==> src/rtl/fourbit_sequential_divider.sv <==
`default_nettype none
// ============================================================================
//  Module   : fourbit_sequential_divider
//  Purpose  : Unsigned restoring divider producing one quotient bit per cycle
//             behind a start/busy/done handshake.
//  Revision : 1.0  initial release
// ============================================================================
module fourbit_sequential_divider #(
  parameter int WIDTH = 4
) (
  input  logic             clk,
  input  logic             rst,
  input  logic             start,
  input  logic [WIDTH-1:0] dividend,
  input  logic [WIDTH-1:0] divisor,
  output logic [WIDTH-1:0] quotient,
  output logic [WIDTH-1:0] remainder,
  output logic             busy,
  output logic             done,
  output logic             div_by_zero
);

  localparam int CNT_W = (WIDTH > 1) ? $clog2(WIDTH) : 1;
  localparam logic [CNT_W-1:0] c_cnt_init = CNT_W'(WIDTH - 1);
  localparam logic [CNT_W-1:0] c_cnt_zero = '0;
  localparam logic [CNT_W-1:0] c_cnt_one  = CNT_W'(1);

  localparam logic [1:0] c_st_idle = 2'd0;
  localparam logic [1:0] c_st_calc = 2'd1;
  localparam logic [1:0] c_st_done = 2'd2;

  logic [1:0]       state_q, state_d;
  logic [WIDTH-1:0] q_q, q_d;
  logic [WIDTH-1:0] dvsr_q, dvsr_d;
  logic [WIDTH:0]   r_q, r_d;
  logic [CNT_W-1:0] cnt_q, cnt_d;
  logic             zero_q, zero_d;
  logic [WIDTH-1:0] quot_q, quot_d;
  logic [WIDTH-1:0] rem_q, rem_d;
  logic             dz_q, dz_d;
  logic             done_q, done_d;

  logic [WIDTH:0]   w_trial;
  logic [WIDTH+1:0] w_diff;
  logic             w_borrow;
  logic             w_unused_r_msb;

  // Trial subtract is one bit wider than the trial value so its MSB is the borrow.
  assign w_trial        = {r_q[WIDTH-1:0], q_q[WIDTH-1]};
  assign w_diff         = {1'b0, w_trial} - {2'b00, dvsr_q};
  assign w_borrow       = w_diff[WIDTH+1];
  assign w_unused_r_msb = r_q[WIDTH];

  always_ff @(posedge clk) begin
    if (rst) begin
      state_q <= c_st_idle;
    end else begin
      state_q <= state_d;
    end
  end

  always_comb begin
    state_d = state_q;
    case (state_q)
      c_st_idle: begin
        if (start) begin
          state_d = (divisor == '0) ? c_st_done : c_st_calc;
        end
      end
      c_st_calc: begin
        if (cnt_q == c_cnt_zero) begin
          state_d = c_st_done;
        end
      end
      c_st_done: state_d = c_st_idle;
      default:   state_d = c_st_idle;
    endcase
  end

  always_comb begin
    q_d    = q_q;
    dvsr_d = dvsr_q;
    r_d    = r_q;
    cnt_d  = cnt_q;
    zero_d = zero_q;
    quot_d = quot_q;
    rem_d  = rem_q;
    dz_d   = dz_q;
    done_d = 1'b0;
    case (state_q)
      c_st_idle: begin
        if (start) begin
          dvsr_d = divisor;
          q_d    = dividend;
          r_d    = '0;
          cnt_d  = c_cnt_init;
          zero_d = (divisor == '0);
        end
      end
      c_st_calc: begin
        r_d   = w_borrow ? w_trial : w_diff[WIDTH:0];
        q_d   = {q_q[WIDTH-2:0], ~w_borrow};
        cnt_d = cnt_q - c_cnt_one;
      end
      c_st_done: begin
        done_d = 1'b1;
        if (zero_q) begin
          quot_d = '1;
          rem_d  = q_q;
          dz_d   = 1'b1;
        end else begin
          quot_d = q_q;
          rem_d  = r_q[WIDTH-1:0];
          dz_d   = 1'b0;
        end
      end
      default: ;
    endcase
  end

  always_ff @(posedge clk) begin
    if (rst) begin
      q_q    <= '0;
      dvsr_q <= '0;
      r_q    <= '0;
      cnt_q  <= '0;
      zero_q <= 1'b0;
      quot_q <= '0;
      rem_q  <= '0;
      dz_q   <= 1'b0;
      done_q <= 1'b0;
    end else begin
      q_q    <= q_d;
      dvsr_q <= dvsr_d;
      r_q    <= r_d;
      cnt_q  <= cnt_d;
      zero_q <= zero_d;
      quot_q <= quot_d;
      rem_q  <= rem_d;
      dz_q   <= dz_d;
      done_q <= done_d;
    end
  end

  // busy stays up through the done pulse, which is driven while the FSM is back in IDLE.
  assign busy        = (state_q != c_st_idle) | done_q;
  assign done        = done_q;
  assign quotient    = quot_q;
  assign remainder   = rem_q;
  assign div_by_zero = dz_q;

endmodule
`default_nettype wire
==> config.mk <==
export PLATFORM = sky130hd
export DESIGN_NAME = fourbit_sequential_divider
export DESIGN_NICKNAME = d
export VERILOG_FILES = /design/src/rtl/fourbit_sequential_divider.sv
export SDC_FILE = /design/constraint.sdc
export NUM_CORES = 1
export LEC_CHECK = 0
export CAP_MARGIN = 5
export CORE_MARGIN = 3
export CORE_UTILIZATION = 28
export CTS_CLUSTER_SIZE = 28
export DETAILED_ROUTE_END_ITERATION = 6
export PLACE_DENSITY = 0.57
export SYNTH_ARGS = -nofsm -noshare
export SYNTH_HDL_FRONTEND = slang
export SYNTH_SLANG_ARGS = --single-unit
==> constraint.sdc <==
create_clock -name clk -period 3 [get_ports clk]
set_input_delay 0.6 -clock clk [delete_from_list [all_inputs] [get_ports clk]]
set_output_delay 0.6 -clock clk [all_outputs]
set_load 0.02 [all_outputs]
==> reports/results.tsv <==
stage	metric	value	unit
status	status	completed	
detailed_routing	wl_per_cell	12.3	um
finish	drive_gt1_frac	0.0663	
clock_network	h-tree-depth	1	
worst_setup_path	crit_type	flop to output port	
detailed_routing	drtAntennaViolNets	0	
sta	min_period_over_period	0.728	
finish	nFillCells	466	
synth	ys_types	35	
grt	grt_pass1_vias	1051	
detailed_routing	wl	2.68	mm
clock_network	ctsResizeCount	0	
finish	final_common_cell	dfxtp_1	
clock_network	clk-insertion-delay-late	270	ps
floorplan	core_area	4380	um^2
sta	worstMarginPinSlew	596	ps
synth	ys.warnings.count	0	
synth	avgSynthCellArea	8.69	um^2
worst_setup_path	worstPathCellList	or3_1 -> clkdlybuf4s50_1	
place	port_buffers	21	
hold_path	hp-class	flop to flop	
detailed_routing	drcViolationCount	0	
clock_network	clock-sinks	27	
synth	synth.area.mux_share	0.0389	
synth	synth_fa_ha_area_frac	0.0642	
sta	period_needed	2180	ps
clock_network	numCtsBuffers	3	
synth	synth.cell_area	1290	um^2
finish	synthToLayoutAreaGrowth	22.9	%
worst_setup_path	crit_arrival	1580	ps
synth	synth_xor_area_frac	0.00681	
worst_setup_path	slowest_stage	clkdlybuf4s50_1	
sta	rsz0062_at_grt	false	
synth	synth_compound_area_frac	0.194	
detailed_routing	num_vias	1081	
floorplan	dieArea	5440	um^2
flow_run	cap_violations	0	
clock_network	clockRootBuffer	clkbuf_8	
worst_setup_path	path_max_fanout	10	
finish	nNetsFinal	184	
finish	fin_util	0.360	
detailed_routing	viasPerCell	4.96	
sta	slew_violations	0	
grt	antenna_found_initial	0	
sta	setup_viol	0	
synth	syn_nets	165	
clock_network	cts_hold_buf	0	
floorplan	placementRows	24	
worst_setup_path	crit_required	2400	ps
synth	ys_seq_area_frac	0.420	
grt	grt_usage	0.111	
finish	final_cell_mix	dfxtp_1, clkdlybuf4s50_1, nand2_1, nor2_1, a211oi_1	
floorplan	die_h	73.8	um
grt	grt_max_degree	24	
worst_setup_path	slowest_delay	540	ps
sta	fmax	458	MHz
place	dp_hpwl	2.05	mm
clock_network	cts_buffer_depth	2	
clock_network	post_cts_buffers	0	
floorplan	initial_utilization	0.293	
worst_setup_path	critPathTopFamily	buffers and inverters	
detailed_routing	met3_length	139	um
detailed_routing	drtIter0Drc	49	
worst_setup_path	cp-end-kind	output port	
sta	maxSlewHeadroom	0.601	
worst_setup_path	crit_path_start_kind	flop	
clock_network	cts_tree	yes	
grt	grt_pass1_wl	4.73	mm
clock_network	path_clk_slew	90	ps
power	leakage	0.548	nW
floorplan	io-pin-count	22	
power	powerDensity	525	nW/um^2
sta	hold_violations	0	
place	gp_congestion	0.828	
synth	synth_top_flop_cell	dfxtp_1	
detailed_routing	first_pass_iters	4	
detailed_routing	routed.top_layer	met4	
floorplan	die_w	73.8	um
sta	final.setup.tns	0	ps
synth	async_flop_share	0	
power	ir_drop	290	uV
synth	synth_top_family_by_area	simple AND/OR/NAND/NOR gates	
detailed_routing	wl_met2	1.26	mm
worst_setup_path	path_buf_inv	1	
detailed_routing	wl_met1	1.24	mm
sta	finalClockSkew	5.82	ps
synth	synthSimpleGateAreaFrac	0.221	
finish	antenna_cells	0	
synth	ys_ff_latch	27	
synth	synthCells	148	
synth	synth-edff-count	0	
grt	grt-ovfl-total	0	
==> cell type report <==
cell class              count  area, um^2  area share
multi-input cells         105         674       0.427
repair buffers             23         225       0.143
well taps                  52        65.1      0.0412
clock inverters             1        7.51     0.00475
inverters                   7        26.3      0.0166
clock buffers               3        41.3      0.0261
flip-flops and latches     27         541       0.342
==> worst reg2reg max path, cell delays in order (launching register included) <==
cell	delay, ps
dfxtp_1	390
inv_1	60
ha_1	280
nor2b_4	130
o31a_4	310
or3_1	370
a32o_1	260
==> Yosys cell counts (4+ instances only) <==
cell type   n  area share
a211oi_1   11       0.064
a21oi_1     7       0.027
clkbuf_1    4       0.012
dfxtp_1    27        0.42
ha_1        5       0.049
inv_1       7       0.020
mux2i_1     5       0.039
nand2_1    20       0.058
nor2_1     20       0.058
==> per-layer routing <==
metal	up-vias	track usage
met4	0	0.0302
met1	492	0.145
met2	26	0.177
li1	559	-
met5	-	0
met3	4	0.0315
==> sequential cells by signal, indices dropped and copies added (netlist names) <==
| register | flops |
|---|---|
| dvsr_q | 4 |
| q_q | 4 |
| quotient | 4 |
| r_q | 4 |
| remainder | 4 |
| cnt_q | 2 |
| state_q | 2 |
| div_by_zero | 1 |
| done | 1 |
| zero_q | 1 |
==> path summary, 6_finish.rpt <==
check / start / end / slack [ps] / cells past startpoint
max: state_q[0]$_SDFFE_PP0P_ / busy / 820 / 2
min: dvsr_q[3]$_SDFFE_PP0P_ / dvsr_q[3]$_SDFFE_PP0P_ / 460 / 2
max reg2reg: dvsr_q[1]$_SDFFE_PP0P_ / r_q[1]$_SDFFE_PP0P_ / 1090 / 6
min reg2reg: dvsr_q[3]$_SDFFE_PP0P_ / dvsr_q[3]$_SDFFE_PP0P_ / 460 / 2
==> kinds of logic (layout without fill, tap and decap cells) <==
kind of cell / Yosys count / in the layout
AO/OA/AOI/OAI: 34 / 34
XOR/XNOR: 1 / 1
adder cells (fa/ha/maj): 6 / 6
buffers and inverters: 16 / 34
flip-flops: 27 / 27
multiplexers: 5 / 5
AND/OR/NAND/NOR: 59 / 59
==> where the power goes <==
group	switching [mW]	internal [mW]
Combinational	0.105	0.0987
Clock	0.119	0.0943
Sequential	0.0270	0.386
==> through the flow <==
stage	setup WS (ps)	hold WS, ps	instances	total power, mW	cell area (um^2)
final	815	460	218	0.829	1580
after CTS	800	462	218	0.837	1580
after global placement	855	450	214	0.616	1530
after global routing	723	501	218	0.880	1580
after floorplan	1210	436	148	0.562	1290
after detailed placement	800	449	214	0.624	1530
(Power assumes the default switching activity.)
